## config.mk

```make
export PLATFORM = sky130hd
export DESIGN_NAME = lt24_driver_flat
export DESIGN_NICKNAME = d
export VERILOG_FILES = /design/src/rtl/lt24_driver_if.sv /design/src/rtl/lt24_driver.sv /design/src/flat_wrapper.sv
export SDC_FILE = /design/constraint.sdc
export NUM_CORES = 1
export LEC_CHECK = 0
export ABC_AREA = 1
export CAP_MARGIN = 0
export CORE_AREA = 2 2 102 104
export DETAILED_ROUTE_END_ITERATION = 12
export DIE_AREA = 0 0 104 106
export GPL_TIMING_DRIVEN = 0
export PLACE_DENSITY = 0.79
export SYNTH_ARGS = -nofsm -noshare
export SYNTH_HDL_FRONTEND = slang
export SYNTH_SLANG_ARGS = --single-unit
```

## constraint.sdc

```tcl
create_clock -name clk -period 2.8 [get_ports clk]
set_input_delay 0.56 -clock clk [delete_from_list [all_inputs] [get_ports clk]]
set_output_delay 0.56 -clock clk [all_outputs]
set_load 0.1 [all_outputs]
```

## src/rtl/lt24_driver_if.sv

```systemverilog
`default_nettype none
// ============================================================================
// Module   : lt24_driver_if
// Desc     : Host pixel port plus ILI9341 8080-bus pins of the LT24 driver.
// Revision : 1.0
// ============================================================================
interface lt24_driver_if;
  logic [15:0] pixel_rgb;
  logic        print;
  logic        done;
  logic        initialized;
  logic        lcd_cs_n;
  logic        lcd_rs;
  logic        lcd_wr_n;
  logic        lcd_rd_n;
  logic [15:0] lcd_data;
  logic        lcd_reset_n;
  logic        lcd_on;

  modport master (
    output pixel_rgb, print,
    input  done, initialized, lcd_cs_n, lcd_rs, lcd_wr_n, lcd_rd_n,
           lcd_data, lcd_reset_n, lcd_on
  );

  modport slave (
    input  pixel_rgb, print,
    output done, initialized, lcd_cs_n, lcd_rs, lcd_wr_n, lcd_rd_n,
           lcd_data, lcd_reset_n, lcd_on
  );
endinterface
`default_nettype wire

```

## src/rtl/lt24_driver.sv

```systemverilog
`default_nettype none
// ============================================================================
// Module   : lt24_driver
// Desc     : ILI9341 (LT24) 8080 driver: power-up init ROM, then pixel writes.
// Revision : 1.0
// ============================================================================
module lt24_driver #(
  parameter int unsigned RESET_LOW_CYCLES  = 500,
  parameter int unsigned RESET_WAIT_CYCLES = 6000000,
  parameter int unsigned SLEEP_WAIT_CYCLES = 250000,
  parameter int unsigned WR_LOW_CYCLES     = 2,
  parameter int unsigned WR_HIGH_CYCLES    = 2,
  parameter int unsigned FRAME_PIXELS      = 76800
) (
  input  logic         clk,
  input  logic         reset,
  lt24_driver_if.slave bus
);

  localparam logic [3:0] ST_RST        = 4'd0;
  localparam logic [3:0] ST_HWRST_LOW  = 4'd1;
  localparam logic [3:0] ST_HWRST_WAIT = 4'd2;
  localparam logic [3:0] ST_INIT_LOAD  = 4'd3;
  localparam logic [3:0] ST_SLEEP_WAIT = 4'd4;
  localparam logic [3:0] ST_IDLE       = 4'd5;
  localparam logic [3:0] ST_FRAME_CMD  = 4'd6;
  localparam logic [3:0] ST_WR_LOW     = 4'd7;
  localparam logic [3:0] ST_WR_HIGH    = 4'd8;

  localparam logic [1:0] K_INIT  = 2'd0;
  localparam logic [1:0] K_FRAME = 2'd1;
  localparam logic [1:0] K_PIXEL = 2'd2;

  localparam logic [4:0] ROM_LAST = 5'd16;

  // {rs, data}: rs=0 command, rs=1 parameter data
  function automatic logic [16:0] rom_word(input logic [4:0] idx);
    case (idx)
      5'd0:    rom_word = {1'b0, 16'h0011};
      5'd1:    rom_word = {1'b0, 16'h003A};
      5'd2:    rom_word = {1'b1, 16'h0055};
      5'd3:    rom_word = {1'b0, 16'h0036};
      5'd4:    rom_word = {1'b1, 16'h0028};
      5'd5:    rom_word = {1'b0, 16'h002A};
      5'd6:    rom_word = {1'b1, 16'h0000};
      5'd7:    rom_word = {1'b1, 16'h0000};
      5'd8:    rom_word = {1'b1, 16'h0001};
      5'd9:    rom_word = {1'b1, 16'h003F};
      5'd10:   rom_word = {1'b0, 16'h002B};
      5'd11:   rom_word = {1'b1, 16'h0000};
      5'd12:   rom_word = {1'b1, 16'h0000};
      5'd13:   rom_word = {1'b1, 16'h0000};
      5'd14:   rom_word = {1'b1, 16'h00EF};
      5'd15:   rom_word = {1'b0, 16'h0029};
      default: rom_word = {1'b0, 16'h002C};
    endcase
  endfunction

  logic [3:0]  state_q, state_d;
  logic [31:0] cnt_q, cnt_d;
  logic [4:0]  idx_q, idx_d;
  logic [1:0]  kind_q, kind_d;
  logic [15:0] pix_q, pix_d;
  logic [16:0] pcnt_q, pcnt_d;
  logic        wrap_q, wrap_d;

  logic        cs_n_q, cs_n_d;
  logic        rs_q, rs_d;
  logic        wr_n_q, wr_n_d;
  logic [15:0] data_q, data_d;
  logic        rst_n_q, rst_n_d;
  logic        done_q, done_d;
  logic        init_q, init_d;

  always_ff @(posedge clk) begin
    if (reset) begin
      state_q <= ST_RST;
      cnt_q   <= '0;
      idx_q   <= '0;
      kind_q  <= K_INIT;
      pix_q   <= '0;
      pcnt_q  <= '0;
      wrap_q  <= 1'b0;
      cs_n_q  <= 1'b1;
      rs_q    <= 1'b1;
      wr_n_q  <= 1'b1;
      data_q  <= '0;
      rst_n_q <= 1'b1;
      done_q  <= 1'b0;
      init_q  <= 1'b0;
    end else begin
      state_q <= state_d;
      cnt_q   <= cnt_d;
      idx_q   <= idx_d;
      kind_q  <= kind_d;
      pix_q   <= pix_d;
      pcnt_q  <= pcnt_d;
      wrap_q  <= wrap_d;
      cs_n_q  <= cs_n_d;
      rs_q    <= rs_d;
      wr_n_q  <= wr_n_d;
      data_q  <= data_d;
      rst_n_q <= rst_n_d;
      done_q  <= done_d;
      init_q  <= init_d;
    end
  end

  always_comb begin
    state_d = state_q;
    cnt_d   = cnt_q + 32'd1;
    idx_d   = idx_q;
    kind_d  = kind_q;
    pix_d   = pix_q;
    pcnt_d  = pcnt_q;
    wrap_d  = wrap_q;
    case (state_q)
      ST_RST: begin
        state_d = ST_HWRST_LOW;
        cnt_d   = '0;
      end
      ST_HWRST_LOW: begin
        if (cnt_q == RESET_LOW_CYCLES - 1) begin
          state_d = ST_HWRST_WAIT;
          cnt_d   = '0;
        end
      end
      ST_HWRST_WAIT: begin
        if (cnt_q == RESET_WAIT_CYCLES - 1) begin
          state_d = ST_INIT_LOAD;
          cnt_d   = '0;
        end
      end
      ST_INIT_LOAD: begin
        state_d = ST_WR_LOW;
        kind_d  = K_INIT;
        cnt_d   = '0;
      end
      ST_SLEEP_WAIT: begin
        if (cnt_q == SLEEP_WAIT_CYCLES - 1) begin
          state_d = ST_INIT_LOAD;
          cnt_d   = '0;
        end
      end
      ST_IDLE: begin
        cnt_d = '0;
        if (bus.print) begin
          pix_d = bus.pixel_rgb;
          // First pixel of a new frame re-issues memory-write to reset the panel's address pointer
          if (wrap_q && (pcnt_q == '0)) begin
            state_d = ST_FRAME_CMD;
            kind_d  = K_FRAME;
            wrap_d  = 1'b0;
          end else begin
            state_d = ST_WR_LOW;
            kind_d  = K_PIXEL;
          end
        end
      end
      ST_FRAME_CMD, ST_WR_LOW: begin
        if (cnt_q == WR_LOW_CYCLES - 1) begin
          state_d = ST_WR_HIGH;
          cnt_d   = '0;
        end
      end
      ST_WR_HIGH: begin
        if (cnt_q == WR_HIGH_CYCLES - 1) begin
          cnt_d = '0;
          case (kind_q)
            K_INIT: begin
              idx_d = idx_q + 5'd1;
              if (idx_q == 5'd0)          state_d = ST_SLEEP_WAIT;
              else if (idx_q == ROM_LAST) state_d = ST_IDLE;
              else                        state_d = ST_INIT_LOAD;
            end
            K_FRAME: begin
              state_d = ST_WR_LOW;
              kind_d  = K_PIXEL;
            end
            default: begin
              state_d = ST_IDLE;
              if (pcnt_q == 17'(FRAME_PIXELS - 1)) begin
                pcnt_d = '0;
                wrap_d = 1'b1;
              end else begin
                pcnt_d = pcnt_q + 17'd1;
              end
            end
          endcase
        end
      end
      default: begin
        state_d = ST_RST;
        cnt_d   = '0;
      end
    endcase
  end

  // Outputs are registered, so their next values are derived from the state being entered
  always_comb begin
    cs_n_d  = cs_n_q;
    rs_d    = rs_q;
    data_d  = data_q;
    wr_n_d  = !((state_d == ST_WR_LOW) || (state_d == ST_FRAME_CMD));
    rst_n_d = (state_d != ST_HWRST_LOW);
    done_d  = (state_q == ST_WR_HIGH) && (state_d == ST_IDLE) && (kind_q == K_PIXEL);
    init_d  = init_q || (state_d == ST_IDLE);
    if (state_d == ST_INIT_LOAD) begin
      cs_n_d         = 1'b0;
      {rs_d, data_d} = rom_word(idx_d);
    end else if ((state_q == ST_IDLE) && (state_d == ST_FRAME_CMD)) begin
      rs_d   = 1'b0;
      data_d = 16'h002C;
    end else if ((state_q == ST_IDLE) && (state_d == ST_WR_LOW)) begin
      rs_d   = 1'b1;
      data_d = bus.pixel_rgb;
    end else if ((state_q == ST_WR_HIGH) && (state_d == ST_WR_LOW)) begin
      rs_d   = 1'b1;
      data_d = pix_q;
    end
  end

  assign bus.lcd_cs_n    = cs_n_q;
  assign bus.lcd_rs      = rs_q;
  assign bus.lcd_wr_n    = wr_n_q;
  assign bus.lcd_rd_n    = 1'b1;
  assign bus.lcd_data    = data_q;
  assign bus.lcd_reset_n = rst_n_q;
  assign bus.lcd_on      = init_q;
  assign bus.done        = done_q;
  assign bus.initialized = init_q;

endmodule
`default_nettype wire

```

## src/flat_wrapper.sv

```systemverilog
// flat-port wrapper written by rule: the top's interface ports become plain ports
module lt24_driver_flat 
#(
  parameter int unsigned RESET_LOW_CYCLES  = 500,
  parameter int unsigned RESET_WAIT_CYCLES = 6000000,
  parameter int unsigned SLEEP_WAIT_CYCLES = 250000,
  parameter int unsigned WR_LOW_CYCLES     = 2,
  parameter int unsigned WR_HIGH_CYCLES    = 2,
  parameter int unsigned FRAME_PIXELS      = 76800
)
  (clk, reset, bus_pixel_rgb, bus_print, bus_done, bus_initialized, bus_lcd_cs_n, bus_lcd_rs, bus_lcd_wr_n, bus_lcd_rd_n, bus_lcd_data, bus_lcd_reset_n, bus_lcd_on);
  lt24_driver_if bus_i ();
  input  logic clk;
  input  logic reset;
  input wire logic [$bits(bus_i.pixel_rgb)-1:0] bus_pixel_rgb;
  input wire logic [$bits(bus_i.print)-1:0] bus_print;
  output wire logic [$bits(bus_i.done)-1:0] bus_done;
  output wire logic [$bits(bus_i.initialized)-1:0] bus_initialized;
  output wire logic [$bits(bus_i.lcd_cs_n)-1:0] bus_lcd_cs_n;
  output wire logic [$bits(bus_i.lcd_rs)-1:0] bus_lcd_rs;
  output wire logic [$bits(bus_i.lcd_wr_n)-1:0] bus_lcd_wr_n;
  output wire logic [$bits(bus_i.lcd_rd_n)-1:0] bus_lcd_rd_n;
  output wire logic [$bits(bus_i.lcd_data)-1:0] bus_lcd_data;
  output wire logic [$bits(bus_i.lcd_reset_n)-1:0] bus_lcd_reset_n;
  output wire logic [$bits(bus_i.lcd_on)-1:0] bus_lcd_on;
  assign bus_i.pixel_rgb = bus_pixel_rgb;
  assign bus_i.print = bus_print;
  assign bus_done = bus_i.done;
  assign bus_initialized = bus_i.initialized;
  assign bus_lcd_cs_n = bus_i.lcd_cs_n;
  assign bus_lcd_rs = bus_i.lcd_rs;
  assign bus_lcd_wr_n = bus_i.lcd_wr_n;
  assign bus_lcd_rd_n = bus_i.lcd_rd_n;
  assign bus_lcd_data = bus_i.lcd_data;
  assign bus_lcd_reset_n = bus_i.lcd_reset_n;
  assign bus_lcd_on = bus_i.lcd_on;
  lt24_driver #(.RESET_LOW_CYCLES(RESET_LOW_CYCLES), .RESET_WAIT_CYCLES(RESET_WAIT_CYCLES), .SLEEP_WAIT_CYCLES(SLEEP_WAIT_CYCLES), .WR_LOW_CYCLES(WR_LOW_CYCLES), .WR_HIGH_CYCLES(WR_HIGH_CYCLES), .FRAME_PIXELS(FRAME_PIXELS)) u_core (.clk(clk), .reset(reset), .bus(bus_i));
endmodule
```

* Word level (Yosys, flattened, before mapping) *
Memory sizes are Yosys's and may differ from the RTL's.
Index checks and enable logic that the tools add are counted.

storage, ports and cells
  output and inout port bits = 24
  register bits = 99
  bits in read-only memories = 144
  memories kept = 1

cells by class
  muxes and demuxes = 40
  equal/unequal tests = 27
  reductions and logical operators = 23
  $add $sub $neg = 3
  bitwise logic cells = 1

memory list
  memory            words  width  rd ports  clocked after Yosys merged registers in  wr ports  line               text
  (name not given)  16     9      1         0                                        0         lt24_driver.sv:38  case (idx)

operator list
  operator               number
  $mux 32                4
  $pmux 32 s4            1
  $mux 16                4
  $mux 17                2
  $add 32x1->32 const B  1
  $eq 32x1->1 const B    1
  $eq 32x18->1 const B   1
  $eq 32x23->1 const B   1
  $eq 32x9->1 const B    1
  $pmux 4 s8             1
  $eq 4x3->1 const B     7
  $mux 4                 7
  $add 17x1->17 const B  1
  $eq 17x17->1 const B   1
  $logic_not 17->1       1
  $mux 5                 3
  $eq 4x2->1 const B     3
  $mux 1                 10
  $mux 2                 4
  $pmux 4 s2             1
  $logic_and 1x1->1      6
  $ne 2x1->1 const B     3
  $ne 2x2->1 const B     3
  $pmux 2 s3             1
  24 further kinds       26

* Depth between registers and ports, before layout *
  depth in word-level cells = 12
  mapped depth = 22
  gate-level depth less buffers = 21

* Worst setup path before layout *
No wires, ideal clock.

  path type = reg2reg
  start point = register u_core.cnt_q[0]
  end point = register u_core.data_q[3] (netlist: u_core.bus.lcd_data[3])
  buffers on the path = 1
  slack = 0.485 ns
  arrival = 2.207 ns
  required time = 2.691 ns
  stages on the path, launching flop included = 21
  cells stage by stage = dfxtp_1 > ha_1 > nand2_1 > nor2_2 > nand2_4 > nor2_8 > buf_8 > nand3_2 > nand2_1 > inv_2 > nor2_2 > inv_1 > ha_1 > nand2_1 > nand2_1 > nand2_1 > nand3_1 > nand2_1 > nand3_1 > nand2_1 > inv_1

RTL lines
  item                      line                text
  start: declaration        lt24_driver.sv:60   logic [31:0] cnt_q, cnt_d;
  start signal: assignment  lt24_driver.sv:93   cnt_q <= cnt_d;
  $eq 32x1->1               lt24_driver.sv:167  if (cnt_q == WR_HIGH_CYCLES - 1) begin
  $mux 5                    lt24_driver.sv:167
  $mux 5                    lt24_driver.sv:117  case (state_q)
  net u_core.idx_d[0]       lt24_driver.sv:61   logic [4:0] idx_q, idx_d;
  $mem_v2 16x9              n/a
  $mux 17                   lt24_driver.sv:38
  $mux 16                   lt24_driver.sv:208  if (state_d == ST_INIT_LOAD) begin
  end signal: assignment    lt24_driver.sv:102  data_q <= data_d;
  end: declaration          lt24_driver.sv:70   logic [15:0] data_q, data_d;

The timed path passes the listed nets, and every way through them passes these cells.
A chain may end at the register's enable or synchronous reset.

* Worst setup path after layout *
  start point = register u_core.state_q[0]
  end point = register u_core.data_q[3] (netlist: u_core.bus.lcd_data[3])

RTL lines
  item                      line                text
  start: declaration        lt24_driver.sv:59   logic [3:0] state_q, state_d;
  start signal: assignment  lt24_driver.sv:92   state_q <= state_d;
  $eq 4x4->1                lt24_driver.sv:117
  $mux 5                    lt24_driver.sv:117
  net u_core.idx_d[0]       lt24_driver.sv:61
  $mem_v2 16x9              n/a
  $mux 17                   lt24_driver.sv:38
  $mux 16                   lt24_driver.sv:208

The timed path passes the listed nets, and every way through them passes these cells.

==> impl_metrics.yaml <==
run_status:
  status: "completed"
yosys:
  synth-async-reset-ratio_pct: 0
  ys_seq_elements: 99
  syn_inst: 861
  ys_top_cells_by_area: "dfxtp_1 (35%), nand2_1 (12%), inv_1 (7.8%)"
  yosysMostFrequentCell: "nand2_1"
  synth_area_um2: 5690
  synth_cell_types: 48
  synth_common_cells: "nand2_1 (186), inv_1 (118), nor2_1 (112)"
  synth_edf_count: 0
  yosys.area.top_type: "dfxtp_1"
  ys_seq_area_share_pct: 34.8
  yosys_warnings: 0
  synth_nets: 889
  synthFlopType: "dfxtp_1"
  syn_area_per_cell_um2: 6.61
  synth.top_cell.area_share_pct: 34.8
global_routing:
  top_usage_layer: "met2"
  grt_pass1_vias: 5092
  use_met1_pct: 35.0
  grt_pass1_wl_um: 23200
  use_met3_pct: 3.07
  antenna_found_initial: 0
  track_usage_pct: 25.3
  globalRouteMet2Util_pct: 40.5
  grt_overflow: 0
  grt_max_degree: 20
timing:
  finalSetupViolations: 0
  hold_viol_final: 0
  min_period_over_period_pct: 91.6
  finalMaxSlewViolations: 0
  period_minus_slack_ns: 2.57
  rsz0062_at_grt: "no"
  fin_ws_ns: 0.235
  clock.fmax_ghz: 0.390
  fin_setup_tns_ns: 0
  worst_pin_slew_ns: 0.995
  skew_ns: 0.0136
  max_slew_margin_pct: 33.4
floorplan:
  die_area_um2: 11000
  chipWidth_um: 104
  initial_core_util_pct: 56.9
  io_pins: 43
  die_y_um: 106
  num_rows: 37
  coreArea_um2: 10000
flow_run:
  cap_violations: 0
worst_hold_path:
  hold_path_class: "reg -> reg"
pwr:
  power_mw: 2.54
  leakage_nw: 2.76
  powerDensity_nw_per_um2: 389
  ir_drop_uv: 319
final_layout:
  area_growth_pct: 14.8
  diodes: 0
  nFillCells: 901
  drive_above_1_share_pct: 9.23
  nNetsFinal: 944
cts:
  path_clk_slew_ns: 0.11
  cts_max_level: 3
  cts.sinks: 99
  cts_buffers: 9
  cts_root_buffer: "clkbuf_8"
  cts_tree: "done"
  clock_latency_ns: 0.39
  hold_buffers: 0
  clock_path_buffers: 2
place:
  port_buffers: 41
  gp_congestion: 0.917
  hpwl_um: 10100
  pre_cts_slack_ns: 0.148
detailed_routing:
  via_per_inst: 5.26
  wirelength_um: 13500
  detail-route-antenna-nets: 0
  vias: 5559
  wire_per_inst_um: 12.8
  drt_iter0_markers: 368
  drc_errors: 0
  first_pass_iters: 5
critical_path:
  cp.required_ns: 3.10
  worstSetupPathType: "reg -> reg"
  reg2reg_slack_ns: 0.23
  critPathMaxFanout: 10
  worstSetupStartpointType: "flip-flop"
  critPathCaptureType: "flip-flop"
  arrival_ns: 2.87
final cells by class:
class | instances | area (um2) | area share [%]
clock buffer | 9 | 124 | 1.90
multi-input combinational | 605 | 3090 | 47.4
inverter | 133 | 499 | 7.65
clock inverter | 7 | 92.6 | 1.42
tap | 136 | 170 | 2.61
buffer | 24 | 134 | 2.05
sequential | 99 | 1980 | 30.4
timing repair buffer | 44 | 433 | 6.63
metrics by stage:
step	utilization, %	cell area [um2]	instances	hold slack, ns
floorplan	-	5690	861	0.425
global placement	62.7	6270	1038	0.434
detailed placement	62.7	6270	1038	0.438
CTS	64.9	6480	1054	0.455
global route	65.3	6530	1057	0.473
finish	65.3	6530	1057	0.452
report_power, final:
group	internal (mW)	total (mW)	switching [mW]
Sequential	1.41	1.41	0.00357
Combinational	0.0440	0.119	0.0747
Clock	0.438	1.01	0.568
Total	1.89	2.54	0.647
worst max-delay path, stage by stage, from the launching register on:
cell,delay (ns)
dfxtp_1,0.38
nor2_1,0.16
inv_2,0.07
nor3_4,0.26
clkbuf_4,0.27
nand3_2,0.14
nand2_1,0.10
inv_2,0.04
nor2_4,0.11
inv_1,0.08
ha_1,0.29
nand2_1,0.08
nand2_1,0.05
nand2_1,0.07
nand3_1,0.09
nand2_1,0.08
nand3_1,0.08
nand2_1,0.07
inv_1,0.03
path summary, 6_finish.rpt:
path                                     startpoint                     end  cells after the start
worst max-delay path              u_core.state_q[0]  u_core.bus.lcd_data[3]                     18
worst min-delay path            u_core.bus.lcd_cs_n     u_core.bus.lcd_cs_n                      2
worst max register to register    u_core.state_q[0]  u_core.bus.lcd_data[3]                     18
worst min register to register  u_core.bus.lcd_cs_n     u_core.bus.lcd_cs_n                      2
sequential cells by signal (all words and copies together) (netlist names), 2 cells and up:
name,flops
u_core.bus.lcd_data,16
u_core.cnt_q,32
u_core.idx_q,5
u_core.kind_q,2
u_core.pcnt_q,17
u_core.pix_q,16
u_core.state_q,4
metal layers:
layer	share of wire, %	vias up
li1	-	2871
met1	49	2536
met2	45	133
met3	3.9	19
met4	1.8	0
met5	0	-
layout by cell type, fill, tap and decap left out, drive strengths merged, types with 5 or more instances in the layout:
| cell | Yosys | routed |
|---|---|---|
| nand4 | 26 | 26 |
| clkdlybuf4s50 | 0 | 41 |
| nor3 | 24 | 24 |
| nand3 | 68 | 68 |
| nor4 | 6 | 6 |
| nor3b | 6 | 6 |
| xnor2 | 5 | 5 |
| buf | 14 | 16 |
| nand2 | 192 | 192 |
| xor2 | 14 | 14 |
| o21ai | 60 | 60 |
| clkinv | 3 | 5 |
| ha | 9 | 9 |
| inv | 130 | 134 |
| dfxtp | 99 | 99 |
| clkbuf | 10 | 20 |
| a21oi | 48 | 48 |
| nor2 | 128 | 128 |
cells by family (layout without fill, tap and decap cells):
| kind of cell | Yosys count | count (layout) | share of synthesized area [%] |
|---|---|---|---|
| adder cells (fa/ha/maj) | 9 | 9 | 1.98 |
| AND/OR/NAND/NOR | 453 | 453 | 37.6 |
| other | 1 | 1 | 0.0659 |
| buffers and inverters | 157 | 217 | 11.1 |
| flip-flops | 99 | 99 | 34.8 |
| XOR/XNOR | 19 | 19 | 2.93 |
| AO/OA/AOI/OAI | 123 | 123 | 11.5 |
what timing repair did:
action,in CTS,in global routing
setup buffers,0,3
setup endpoints to repair,0,5
gates resized for setup,0,6
Note: power is estimated with default switching activity, not from simulation.
